`src/rtl/mul_div_unit_pkg.sv`:
```
// Shared definitions for the E-stage multiply/divide engine: operation codes,
// FSM state encoding and small opcode decode helpers.
package cpu_defs;

    localparam logic [1:0] MD_MULT  = 2'b00;
    localparam logic [1:0] MD_MULTU = 2'b01;
    localparam logic [1:0] MD_DIV   = 2'b10;
    localparam logic [1:0] MD_DIVU  = 2'b11;

    typedef enum logic [1:0] {
        MD_IDLE = 2'b00,
        MD_MUL  = 2'b01,
        MD_DIV_ST = 2'b10,
        MD_DONE = 2'b11
    } md_state_e;

    function automatic logic op_is_signed(input logic [1:0] op);
        return ~op[0];
    endfunction

    function automatic logic op_is_div(input logic [1:0] op);
        return op[1];
    endfunction

endpackage

```
`src/rtl/mul_div_unit_if.sv`:
```
// Handshake and result bundle between the E-stage control/hazard logic and
// the multiply/divide engine.
interface mul_div_unit_if #(parameter int WIDTH = 32);
    logic             start_i;
    logic [1:0]       op_i;
    logic [WIDTH-1:0] a_i;
    logic [WIDTH-1:0] b_i;
    logic             flush_i;
    logic             stall_e_i;
    logic             stall_o;
    logic             ready_o;
    logic [WIDTH-1:0] hi_o;
    logic [WIDTH-1:0] lo_o;

    modport master (
        output start_i, op_i, a_i, b_i, flush_i, stall_e_i,
        input  stall_o, ready_o, hi_o, lo_o
    );

    modport slave (
        input  start_i, op_i, a_i, b_i, flush_i, stall_e_i,
        output stall_o, ready_o, hi_o, lo_o
    );
endinterface

```
`src/rtl/mul_div_unit_div_iter_core.sv`:
```
// Restoring radix-2 divide datapath on unsigned magnitudes: one quotient bit
// per step; exposes the next-step values so the caller can fix up the last one.
module div_iter_core #(
    parameter int WIDTH = 32
) (
    input  logic             clk,
    input  logic             resetn,
    input  logic             load_i,
    input  logic             step_i,
    input  logic [WIDTH-1:0] dividend_i,
    input  logic [WIDTH-1:0] divisor_i,
    output logic [WIDTH-1:0] rem_next_o,
    output logic [WIDTH-1:0] quot_next_o,
    output logic             last_o
);
    localparam int CW = $clog2(WIDTH);

    logic [WIDTH-1:0] rem_q, rem_d;
    logic [WIDTH-1:0] quot_q, quot_d;
    logic [WIDTH-1:0] divisor_q, divisor_d;
    logic [CW-1:0]    count_q, count_d;
    logic [WIDTH:0]   rem_shift_s;
    logic [WIDTH:0]   diff_s;

    // One trial subtraction; the dividend shifts out of the quotient register MSB-first
    always_comb begin
        rem_shift_s = {rem_q, quot_q[WIDTH-1]};
        diff_s      = rem_shift_s - {1'b0, divisor_q};
        if (!diff_s[WIDTH]) begin
            rem_next_o  = diff_s[WIDTH-1:0];
            quot_next_o = {quot_q[WIDTH-2:0], 1'b1};
        end else begin
            rem_next_o  = rem_shift_s[WIDTH-1:0];
            quot_next_o = {quot_q[WIDTH-2:0], 1'b0};
        end
    end

    assign last_o = (count_q == CW'(WIDTH-1));

    // Next-state selection: load new operands, advance one step, or hold
    always_comb begin
        rem_d     = rem_q;
        quot_d    = quot_q;
        divisor_d = divisor_q;
        count_d   = count_q;
        if (load_i) begin
            rem_d     = {WIDTH{1'b0}};
            quot_d    = dividend_i;
            divisor_d = divisor_i;
            count_d   = {CW{1'b0}};
        end else if (step_i) begin
            rem_d   = rem_next_o;
            quot_d  = quot_next_o;
            count_d = count_q + {{(CW-1){1'b0}}, 1'b1};
        end else begin
            count_d = count_q;
        end
    end

    // Datapath registers
    always_ff @(posedge clk or negedge resetn) begin
        if (!resetn) begin
            rem_q     <= {WIDTH{1'b0}};
            quot_q    <= {WIDTH{1'b0}};
            divisor_q <= {WIDTH{1'b0}};
            count_q   <= {CW{1'b0}};
        end else begin
            rem_q     <= rem_d;
            quot_q    <= quot_d;
            divisor_q <= divisor_d;
            count_q   <= count_d;
        end
    end
endmodule

```
`src/rtl/mul_div_unit.sv`:
```
// E-stage MULT/MULTU/DIV/DIVU engine: single-cycle registered multiply,
// 32-step restoring divide with sign fixup, and the E-stage stall request.
module mul_div_unit
    import cpu_defs::*;
#(
    parameter int WIDTH = 32
) (
    input  logic          clk,
    input  logic          resetn,
    mul_div_unit_if.slave md
);
    localparam int W2 = 2 * WIDTH;

    md_state_e        state_q, state_d;
    logic             mul_signed_q, mul_signed_d;
    logic [WIDTH-1:0] a_q, a_d, b_q, b_d;
    logic [WIDTH-1:0] hi_q, hi_d, lo_q, lo_d;
    logic             q_neg_q, q_neg_d, r_neg_q, r_neg_d;
    logic             b_zero_q, b_zero_d;

    logic             a_neg_s, b_neg_s;
    logic [WIDTH-1:0] abs_a_s, abs_b_s;
    logic [W2-1:0]    a_ext_s, b_ext_s, product_s;
    logic             div_load_s, div_step_s, div_last_s;
    logic [WIDTH-1:0] rem_next_s, quot_next_s, rem_fix_s, quot_fix_s;

    assign a_neg_s = op_is_signed(md.op_i) & md.a_i[WIDTH-1];
    assign b_neg_s = op_is_signed(md.op_i) & md.b_i[WIDTH-1];
    assign abs_a_s = a_neg_s ? ({WIDTH{1'b0}} - md.a_i) : md.a_i;
    assign abs_b_s = b_neg_s ? ({WIDTH{1'b0}} - md.b_i) : md.b_i;

    // Modular 2W-bit product covers both signed and unsigned forms
    assign a_ext_s   = {{WIDTH{mul_signed_q & a_q[WIDTH-1]}}, a_q};
    assign b_ext_s   = {{WIDTH{mul_signed_q & b_q[WIDTH-1]}}, b_q};
    assign product_s = a_ext_s * b_ext_s;

    assign div_load_s = (state_q == MD_IDLE) & md.start_i & ~md.flush_i & op_is_div(md.op_i);
    assign div_step_s = (state_q == MD_DIV_ST) & ~md.flush_i;

    div_iter_core #(.WIDTH(WIDTH)) u_div (
        .clk         (clk),
        .resetn      (resetn),
        .load_i      (div_load_s),
        .step_i      (div_step_s),
        .dividend_i  (abs_a_s),
        .divisor_i   (abs_b_s),
        .rem_next_o  (rem_next_s),
        .quot_next_o (quot_next_s),
        .last_o      (div_last_s)
    );

    assign quot_fix_s = q_neg_q ? ({WIDTH{1'b0}} - quot_next_s) : quot_next_s;
    assign rem_fix_s  = r_neg_q ? ({WIDTH{1'b0}} - rem_next_s)  : rem_next_s;

    assign md.stall_o = (((state_q == MD_IDLE) & md.start_i) | (state_q == MD_MUL) |
                         (state_q == MD_DIV_ST)) & ~md.flush_i;
    assign md.ready_o = (state_q == MD_DONE);
    assign md.hi_o    = hi_q;
    assign md.lo_o    = lo_q;

    // Control FSM next state and result capture; flush beats start and completion
    always_comb begin
        state_d      = state_q;
        mul_signed_d = mul_signed_q;
        a_d          = a_q;
        b_d          = b_q;
        hi_d         = hi_q;
        lo_d         = lo_q;
        q_neg_d      = q_neg_q;
        r_neg_d      = r_neg_q;
        b_zero_d     = b_zero_q;
        case (state_q)
            MD_IDLE: begin
                if (md.start_i && !md.flush_i) begin
                    mul_signed_d = op_is_signed(md.op_i);
                    a_d          = md.a_i;
                    b_d          = md.b_i;
                    q_neg_d      = a_neg_s ^ b_neg_s;
                    r_neg_d      = a_neg_s;
                    b_zero_d     = (md.b_i == {WIDTH{1'b0}});
                    state_d      = op_is_div(md.op_i) ? MD_DIV_ST : MD_MUL;
                end else begin
                    state_d = MD_IDLE;
                end
            end
            MD_MUL: begin
                if (md.flush_i) begin
                    state_d = MD_IDLE;
                end else begin
                    {hi_d, lo_d} = product_s;
                    state_d      = MD_DONE;
                end
            end
            MD_DIV_ST: begin
                if (md.flush_i) begin
                    state_d = MD_IDLE;
                end else if (div_last_s) begin
                    if (b_zero_q) begin
                        hi_d = a_q;
                        lo_d = {WIDTH{1'b1}};
                    end else begin
                        hi_d = rem_fix_s;
                        lo_d = quot_fix_s;
                    end
                    state_d = MD_DONE;
                end else begin
                    state_d = MD_DIV_ST;
                end
            end
            MD_DONE: begin
                if (md.flush_i || !md.stall_e_i) begin
                    state_d = MD_IDLE;
                end else begin
                    state_d = MD_DONE;
                end
            end
            default: state_d = MD_IDLE;
        endcase
    end

    // Control and result registers
    always_ff @(posedge clk or negedge resetn) begin
        if (!resetn) begin
            state_q      <= MD_IDLE;
            mul_signed_q <= 1'b0;
            a_q          <= {WIDTH{1'b0}};
            b_q          <= {WIDTH{1'b0}};
            hi_q         <= {WIDTH{1'b0}};
            lo_q         <= {WIDTH{1'b0}};
            q_neg_q      <= 1'b0;
            r_neg_q      <= 1'b0;
            b_zero_q     <= 1'b0;
        end else begin
            state_q      <= state_d;
            mul_signed_q <= mul_signed_d;
            a_q          <= a_d;
            b_q          <= b_d;
            hi_q         <= hi_d;
            lo_q         <= lo_d;
            q_neg_q      <= q_neg_d;
            r_neg_q      <= r_neg_d;
            b_zero_q     <= b_zero_d;
        end
    end
endmodule

```
`src/flat_wrapper.sv`:
```
// flat-port wrapper written by rule: the top's interface ports become plain ports
module mul_div_unit_flat import cpu_defs::*;
#(
    parameter int WIDTH = 32
)
  (clk, resetn, md_start_i, md_op_i, md_a_i, md_b_i, md_flush_i, md_stall_e_i, md_stall_o, md_ready_o, md_hi_o, md_lo_o);
  mul_div_unit_if #(.WIDTH(WIDTH)) md_i ();
  input  logic clk;
  input  logic resetn;
  input wire logic [$bits(md_i.start_i)-1:0] md_start_i;
  input wire logic [$bits(md_i.op_i)-1:0] md_op_i;
  input wire logic [$bits(md_i.a_i)-1:0] md_a_i;
  input wire logic [$bits(md_i.b_i)-1:0] md_b_i;
  input wire logic [$bits(md_i.flush_i)-1:0] md_flush_i;
  input wire logic [$bits(md_i.stall_e_i)-1:0] md_stall_e_i;
  output wire logic [$bits(md_i.stall_o)-1:0] md_stall_o;
  output wire logic [$bits(md_i.ready_o)-1:0] md_ready_o;
  output wire logic [$bits(md_i.hi_o)-1:0] md_hi_o;
  output wire logic [$bits(md_i.lo_o)-1:0] md_lo_o;
  assign md_i.start_i = md_start_i;
  assign md_i.op_i = md_op_i;
  assign md_i.a_i = md_a_i;
  assign md_i.b_i = md_b_i;
  assign md_i.flush_i = md_flush_i;
  assign md_i.stall_e_i = md_stall_e_i;
  assign md_stall_o = md_i.stall_o;
  assign md_ready_o = md_i.ready_o;
  assign md_hi_o = md_i.hi_o;
  assign md_lo_o = md_i.lo_o;
  mul_div_unit #(.WIDTH(WIDTH)) u_core (.clk(clk), .resetn(resetn), .md(md_i));
endmodule
```
`config.mk`:
```
export PLATFORM = sky130hd
export DESIGN_NAME = mul_div_unit_flat
export DESIGN_NICKNAME = d
export VERILOG_FILES = /design/src/rtl/mul_div_unit_pkg.sv /design/src/rtl/mul_div_unit_if.sv /design/src/rtl/mul_div_unit_div_iter_core.sv /design/src/rtl/mul_div_unit.sv /design/src/flat_wrapper.sv
export SDC_FILE = /design/constraint.sdc
export NUM_CORES = 2
export LEC_CHECK = 0
export BUFFER_PORTS_ARGS = -buffer_cell sky130_fd_sc_hd__buf_2
export CORE_MARGIN = 10
export CORE_UTILIZATION = 50
export DETAILED_ROUTE_END_ITERATION = 8
export PLACE_DENSITY = 0.73
export SKIP_CTS_REPAIR_TIMING = 1
export SYNTH_ARGS = -nofsm -noshare
export SYNTH_HDL_FRONTEND = slang
export SYNTH_SLANG_ARGS = --single-unit
```
`constraint.sdc`:
```
create_clock -name clk -period 11.8 [get_ports clk]
set_clock_uncertainty 0.15 [all_clocks]
set_input_delay 1.18 -clock clk [delete_from_list [all_inputs] [get_ports clk]]
set_output_delay 1.18 -clock clk [all_outputs]
set_load 0.01 [all_outputs]
```
=== Word level (Yosys, flattened, before mapping) ===
Cells that the tools add are included.

* Flip-flop bits (word level): 235
* Bits in latches: 0
* Memory bits (writable): 0
* Bits in read-only memories: 0
* Input bits: 71
* Memories kept: 0

* Add/subtract/negate cells: 6
* Multiply operators: 1
* Divide/modulo/power cells: 0
* Magnitude comparators: 0
* Eq/ne operators: 7
* Shift-type cells: 0
* Mux-type cells: 29
* Bitwise gates (word level): 14
* Reduce and logical (&&, ||, !) cells: 10

{| class="wikitable"
|+ Operator list
! cell !! number
|-
| 32-bit two-way mux || 17
|-
| 32-bit case mux with 2 select lines || 2
|-
| 1-bit by 32-bit subtractor with 32-bit output (first input constant) || 4
|-
| 33-bit by 33-bit multiplier with 64-bit output || 1
|-
| 33-bit by 32-bit subtractor with 33-bit output || 1
|-
| 32-bit zero test || 1
|-
| 2-bit two-way mux || 5
|-
| 5-bit two-way mux || 2
|-
| 1-bit AND || 9
|-
| 2-bit case mux with 4 select lines || 1
|-
| 5-bit by 1-bit adder with 5-bit output (second input constant) || 1
|-
| 5-bit equality test (second input constant) || 1
|-
| 2-bit equality test (second input constant) || 2
|-
| 2-bit != test (second input constant) || 2
|-
| 4-bit AND reduction || 1
|-
| 2-bit nonzero test || 2
|-
| 2-bit by 1-bit equality test with 1-bit output (second input constant) || 1
|-
| 1-bit zero test || 2
|-
| 2-bit zero test || 1
|-
| 1-bit two-way mux || 2
|-
| 2-bit by 1-bit != test with 1-bit output (second input constant) || 1
|-
| 1-bit inverter || 2
|-
| 1-bit OR || 2
|-
| 2-bit AND reduction || 1
|-
| 3 further kinds || 3
|}

=== Depth between registers and ports, before layout ===
* Depth in word-level cells: 8
* Depth in mapped cells: 32
* Mapped depth without buffers: 30

=== Modules after synthesis ===
Synthesis repeated with hierarchy kept, for this count alone.

* Cells, all modules: 6084
* Area, all modules: 53282.4 um^2

{| class="wikitable"
|+ Modules (own cells, without submodules)
! module !! times used !! cells an instance !! area an instance (um^2) !! sequential area each (um^2)
|-
| mul_div_unit || 1 || 5307 || 46588.4 || 3353.2
|-
| div_iter_core || 1 || 777 || 6693.9 || 2527.4
|}

=== Least setup slack after synthesis ===
No wires, ideal clock.

* Path kind: register -> register
* From: register u_core.a_q[31]
* To: register u_core.hi_q[31], in the netlist u_core.md.hi_o[31]
* Arrival: 8.135 ns
* Required time: 11.521 ns
* Setup slack: 3.386 ns
* Stages on the path, launching flop included: 30
* Period minus slack after synthesis: 8.414 ns
* Cells stage by stage: dfrtp_1 clkbuf_1 and2_1 clkbuf_1 nand2_1 inv_1 fa_1 inv_1 fa_1 inv_1 fa_1 inv_1 fa_1 fa_1 fa_1 fa_1 fa_1 inv_1 ha_1 a21o_1 a21o_1 a21oi_1 nor2b_1 nor4_1 a21oi_1 a221o_1 a21oi_1 xnor2_1 a221oi_1 a21oi_1

* Word-level cells in the longest chain between the ends: 4

{| class="wikitable"
|+ RTL lines
! element !! RTL line !! source
|-
| start: declaration || mul_div_unit.sv:16 || <nowiki>logic [WIDTH-1:0] a_q, a_d, b_q, b_d;</nowiki>
|-
| start signal: assignment || mul_div_unit.sv:126 || <nowiki>a_q <= {WIDTH{1'b0}};</nowiki>
|-
| 1-bit AND or 32-bit two-way mux (tied branches) || mul_div_unit.sv:33, mul_div_unit.sv:98 ||
|-
| 33-bit by 33-bit multiplier with 64-bit output or 32-bit two-way mux (tied branches) || mul_div_unit.sv:35, mul_div_unit.sv:97 ||
|-
| 32-bit two-way mux, on equally long branches || mul_div_unit.sv:87, mul_div_unit.sv:95 ||
|-
| 32-bit case mux with 2 select lines * || mul_div_unit.sv:72 || <nowiki>case (state_q)</nowiki>
|-
| end signal: assignment || mul_div_unit.sv:128 || <nowiki>hi_q <= {WIDTH{1'b0}};</nowiki>
|-
| end signal: assignment || mul_div_unit.sv:138 || <nowiki>hi_q <= hi_d;</nowiki>
|-
| end: declaration || mul_div_unit.sv:17 || <nowiki>logic [WIDTH-1:0] hi_q, hi_d, lo_q, lo_d;</nowiki>
|}

Every way passes the cells marked *; elsewhere a longest branch is shown, timed or not. The select of a mux whose other input is x is not followed.
A chain may end at the register's enable or synchronous reset.

=== Final worst setup path ===
* From: register u_core.a_q[14]
* To: register u_core.hi_q[26], in the netlist u_core.md.hi_o[26]

* Word-level cells in the longest chain between the ends: 3

{| class="wikitable"
|+ RTL lines
! element !! RTL line !! source
|-
| 33-bit by 33-bit multiplier with 64-bit output || mul_div_unit.sv:35 || <nowiki>assign product_s = a_ext_s * b_ext_s;</nowiki>
|-
| 32-bit two-way mux || mul_div_unit.sv:87 || <nowiki>if (md.flush_i) begin</nowiki>
|-
| 32-bit case mux with 2 select lines || mul_div_unit.sv:72 ||
|}

No other way between the ends. The select of a mux whose other input is x is not followed.

==> flow_summary.ini <==
[critical_path]
path_common_cell = fa_1
reg2reg_to = u_core.md.hi_o[26]
criticalPathCategory = flop to flop
cp_slowest_cell = dfrtp_1
reg2reg_depth = 27
end_kind = flop
critPathBufInv = 5
critPathMaxStageDelay_ns = 1.00
crit_path_start = u_core.a_q[14]
path_delay_family = adder cells
timing.rr.start = u_core.a_q[14]
r2r_setup_slack_ns = 1.72
crit_fanout = 20
required_ns = 12.11
arrival_ns = 10.39
start_kind = flop

[finish]
nets = 7294
syn_to_final_growth_pct = 5.27
drive_above_1_share_pct = 5.56
final_common_cell = inv_1
final_cell_mix = inv_1, fa_1, nand2_1, and2_1, ha_1
num-fill-cells = 9431

[synth]
synth_area_leaders = fa_1, dfrtp_1, inv_1, nand2_1, ha_1
synth_top_cell_by_area = fa_1
synth_edf_count = 0
synth_seq_cells = 235
synth_top_cell_area_share_pct = 42.9
seq_area_frac_synth_pct = 11.2
ys.flop_type = dfrtp_1
syn_avg_cell_area_um2 = 8.84
synth-warning-count = 0
synth_cells = 5937
syn_nets = 7384
async_flop_share_pct = 100
synth_area_mm2 = 0.0525
synth_cell_types = 85

[drt]
num_vias = 42126
dr.pass1.iters = 8
detail-route-antenna-nets = 0
avgViaCountPerCell = 5.81
drt_iter0_drc = 4106
drt-total-wl_um = 161000
wire_per_inst_um = 22.2
drc = 0

[clock_network]
cts_inserted_buffers = 27
cts.htree.levels = 1
clk_pin_slew_ns = 0.06
clock-sinks = 235
cts-root-buf = clkbuf_16
clk_latency_ns = 0.61
clockBufferDepth = 3
cts_tree = yes

[sta]
min_period_ns = 10.08
fmaxAchievable_mhz = 99.3
finalSetupViolCount = 0
relSlewSlack_pct = 18.8
tightestPinTransition_ns = 1.21
slew_viol_final = 0
fin_crit_sh_pct = 85.4
finalHoldViolCount = 0
finalSetupTns_ns = 0
grt_setup_unrepaired = false

[die]
die_x_um = 344
io_pins = 137
die_h_um = 344
rows = 118
start_util_pct = 50.5
core_area_mm2 = 0.104
die-area_mm2 = 0.118

[place]
gp_congestion = 0.978
hpwl_um = 127000
numPortBuffers = 136

[hold_path]
whs_path_depth = 2
min-delay-start = u_core.md.lo_o[9]
min_to = u_core.md.lo_o[9]
hold_class = flop to flop

[global_route]
gr-usage-all-layers_pct = 27.7
grt_start_max_net_pins = 139
gr-total-overflow = 0
grt_pass1_wl_um = 254000
grt_pass1_vias = 44451
antenna_found_initial = 9

[job]
maxCapViolations = 0

[run_status]
status = finished clean
-- cells by family after synthesis --
family                     Yosys count  synth area share (%)
muxes                               26                 0.498
DFF                                235                  11.2
xor gates and xnor gates           208                  3.47
adders and majority gates         1376                  48.9
buffers and inverters             1525                  11.0
and+or+nand+nor                   1859                  16.4
AOI/OAI and AO/OA                  708                  8.56
-- cell usage after synthesis (44+ instances only) --
cell type and count:
a21o_1 56, a21oi_1 138, and2_1 373, clkbuf_1 330
dfrtp_1 235, fa_1 1126, ha_1 250, inv_1 1168
nand2_1 1044, nand3_1 65, nor2_1 146, nor3_1 44
o21ai_0 237, xnor2_1 138, xor2_1 70
-- metal layers --
metal	wire length, um	global-route usage, %	share of wire, %
met1	57800	34.3	36
met2	75400	45.0	47
met3	15600	4.88	9.7
met4	12400	16.7	7.7
met5	34	0	0.021
-- worst max path at each step --
stage | end | cells after the start | slack [ns]
6_report | u_core.md.hi_o[26] | 27 | 1.72
4_1_cts | u_core.md.hi_o[26] | 27 | 1.91
5_1_grt | u_core.md.hi_o[26] | 27 | 1.49
3_5_place_dp | u_core.md.hi_o[26] | 27 | 1.95
2_1_floorplan | u_core.md.hi_o[31] | 29 | 3.39
3_3_place_gp | u_core.md.hi_o[26] | 27 | 2.15
-- through the flow --
step / hold slack, ns / util [%] / area [um2] / setup slack, ns / instances
4_1_cts: 0.328 / 53.2 / 55300 / 1.91 / 7247
2_1_floorplan: 0.300 / - / 52500 / 3.39 / 5937
6_report: 0.321 / 53.2 / 55300 / 1.72 / 7248
3_5_place_dp: 0.309 / 52.3 / 54400 / 1.95 / 7198
5_1_grt: 0.349 / 53.2 / 55300 / 1.49 / 7248
3_3_place_gp: 0.299 / 52.3 / 54400 / 2.15 / 7198
-- worst register-to-register path: stages (launching register included) --
cell,delay [ns]
dfrtp_1,1.00
buf_4,0.45
and2_1,0.21
fa_1,0.46
fa_1,0.57
inv_1,0.07
fa_1,0.45
fa_1,0.51
fa_1,0.56
inv_1,0.08
fa_1,0.45
fa_1,0.50
inv_1,0.05
fa_1,0.47
inv_1,0.04
ha_1,0.33
nand3_1,0.27
or3b_1,0.47
or3b_2,0.47
o31a_1,0.14
nand3_1,0.09
o21ai_1,0.22
o31ai_1,0.83
a21oi_1,0.21
o21ai_1,0.28
xnor2_1,0.14
o21ai_0,0.08
a221o_1,0.37
-- flip-flops by register name (all words and copies together) (netlist names) --
name	cells
u_core.md.hi_o	32
u_core.u_div.divisor_q	32
u_core.mul_signed_q	1
u_core.b_q	32
u_core.md.lo_o	32
u_core.b_zero_q	1
u_core.a_q	32
u_core.u_div.count_q	5
u_core.u_div.rem_q	32
u_core.q_neg_q	1
u_core.u_div.quot_q	32
u_core.state_q	2
u_core.r_neg_q	1
-- area by class of cell --
class                      count  area (um2)  share of cell area [%]
multi-input combinational   4177       40900                    74.0
antenna                        1        2.50                 0.00453
clock buffer                  37         763                    1.38
clock inverter                12         130                   0.236
inverter                    1170        4390                    7.95
tap                         1380        1730                    3.12
sequential                   235        5880                    10.6
timing repair buffer         236        1450                    2.63
Power is not shown: default switching activity piles up to over one toggle a cycle in this logic, so the estimate is an artifact.
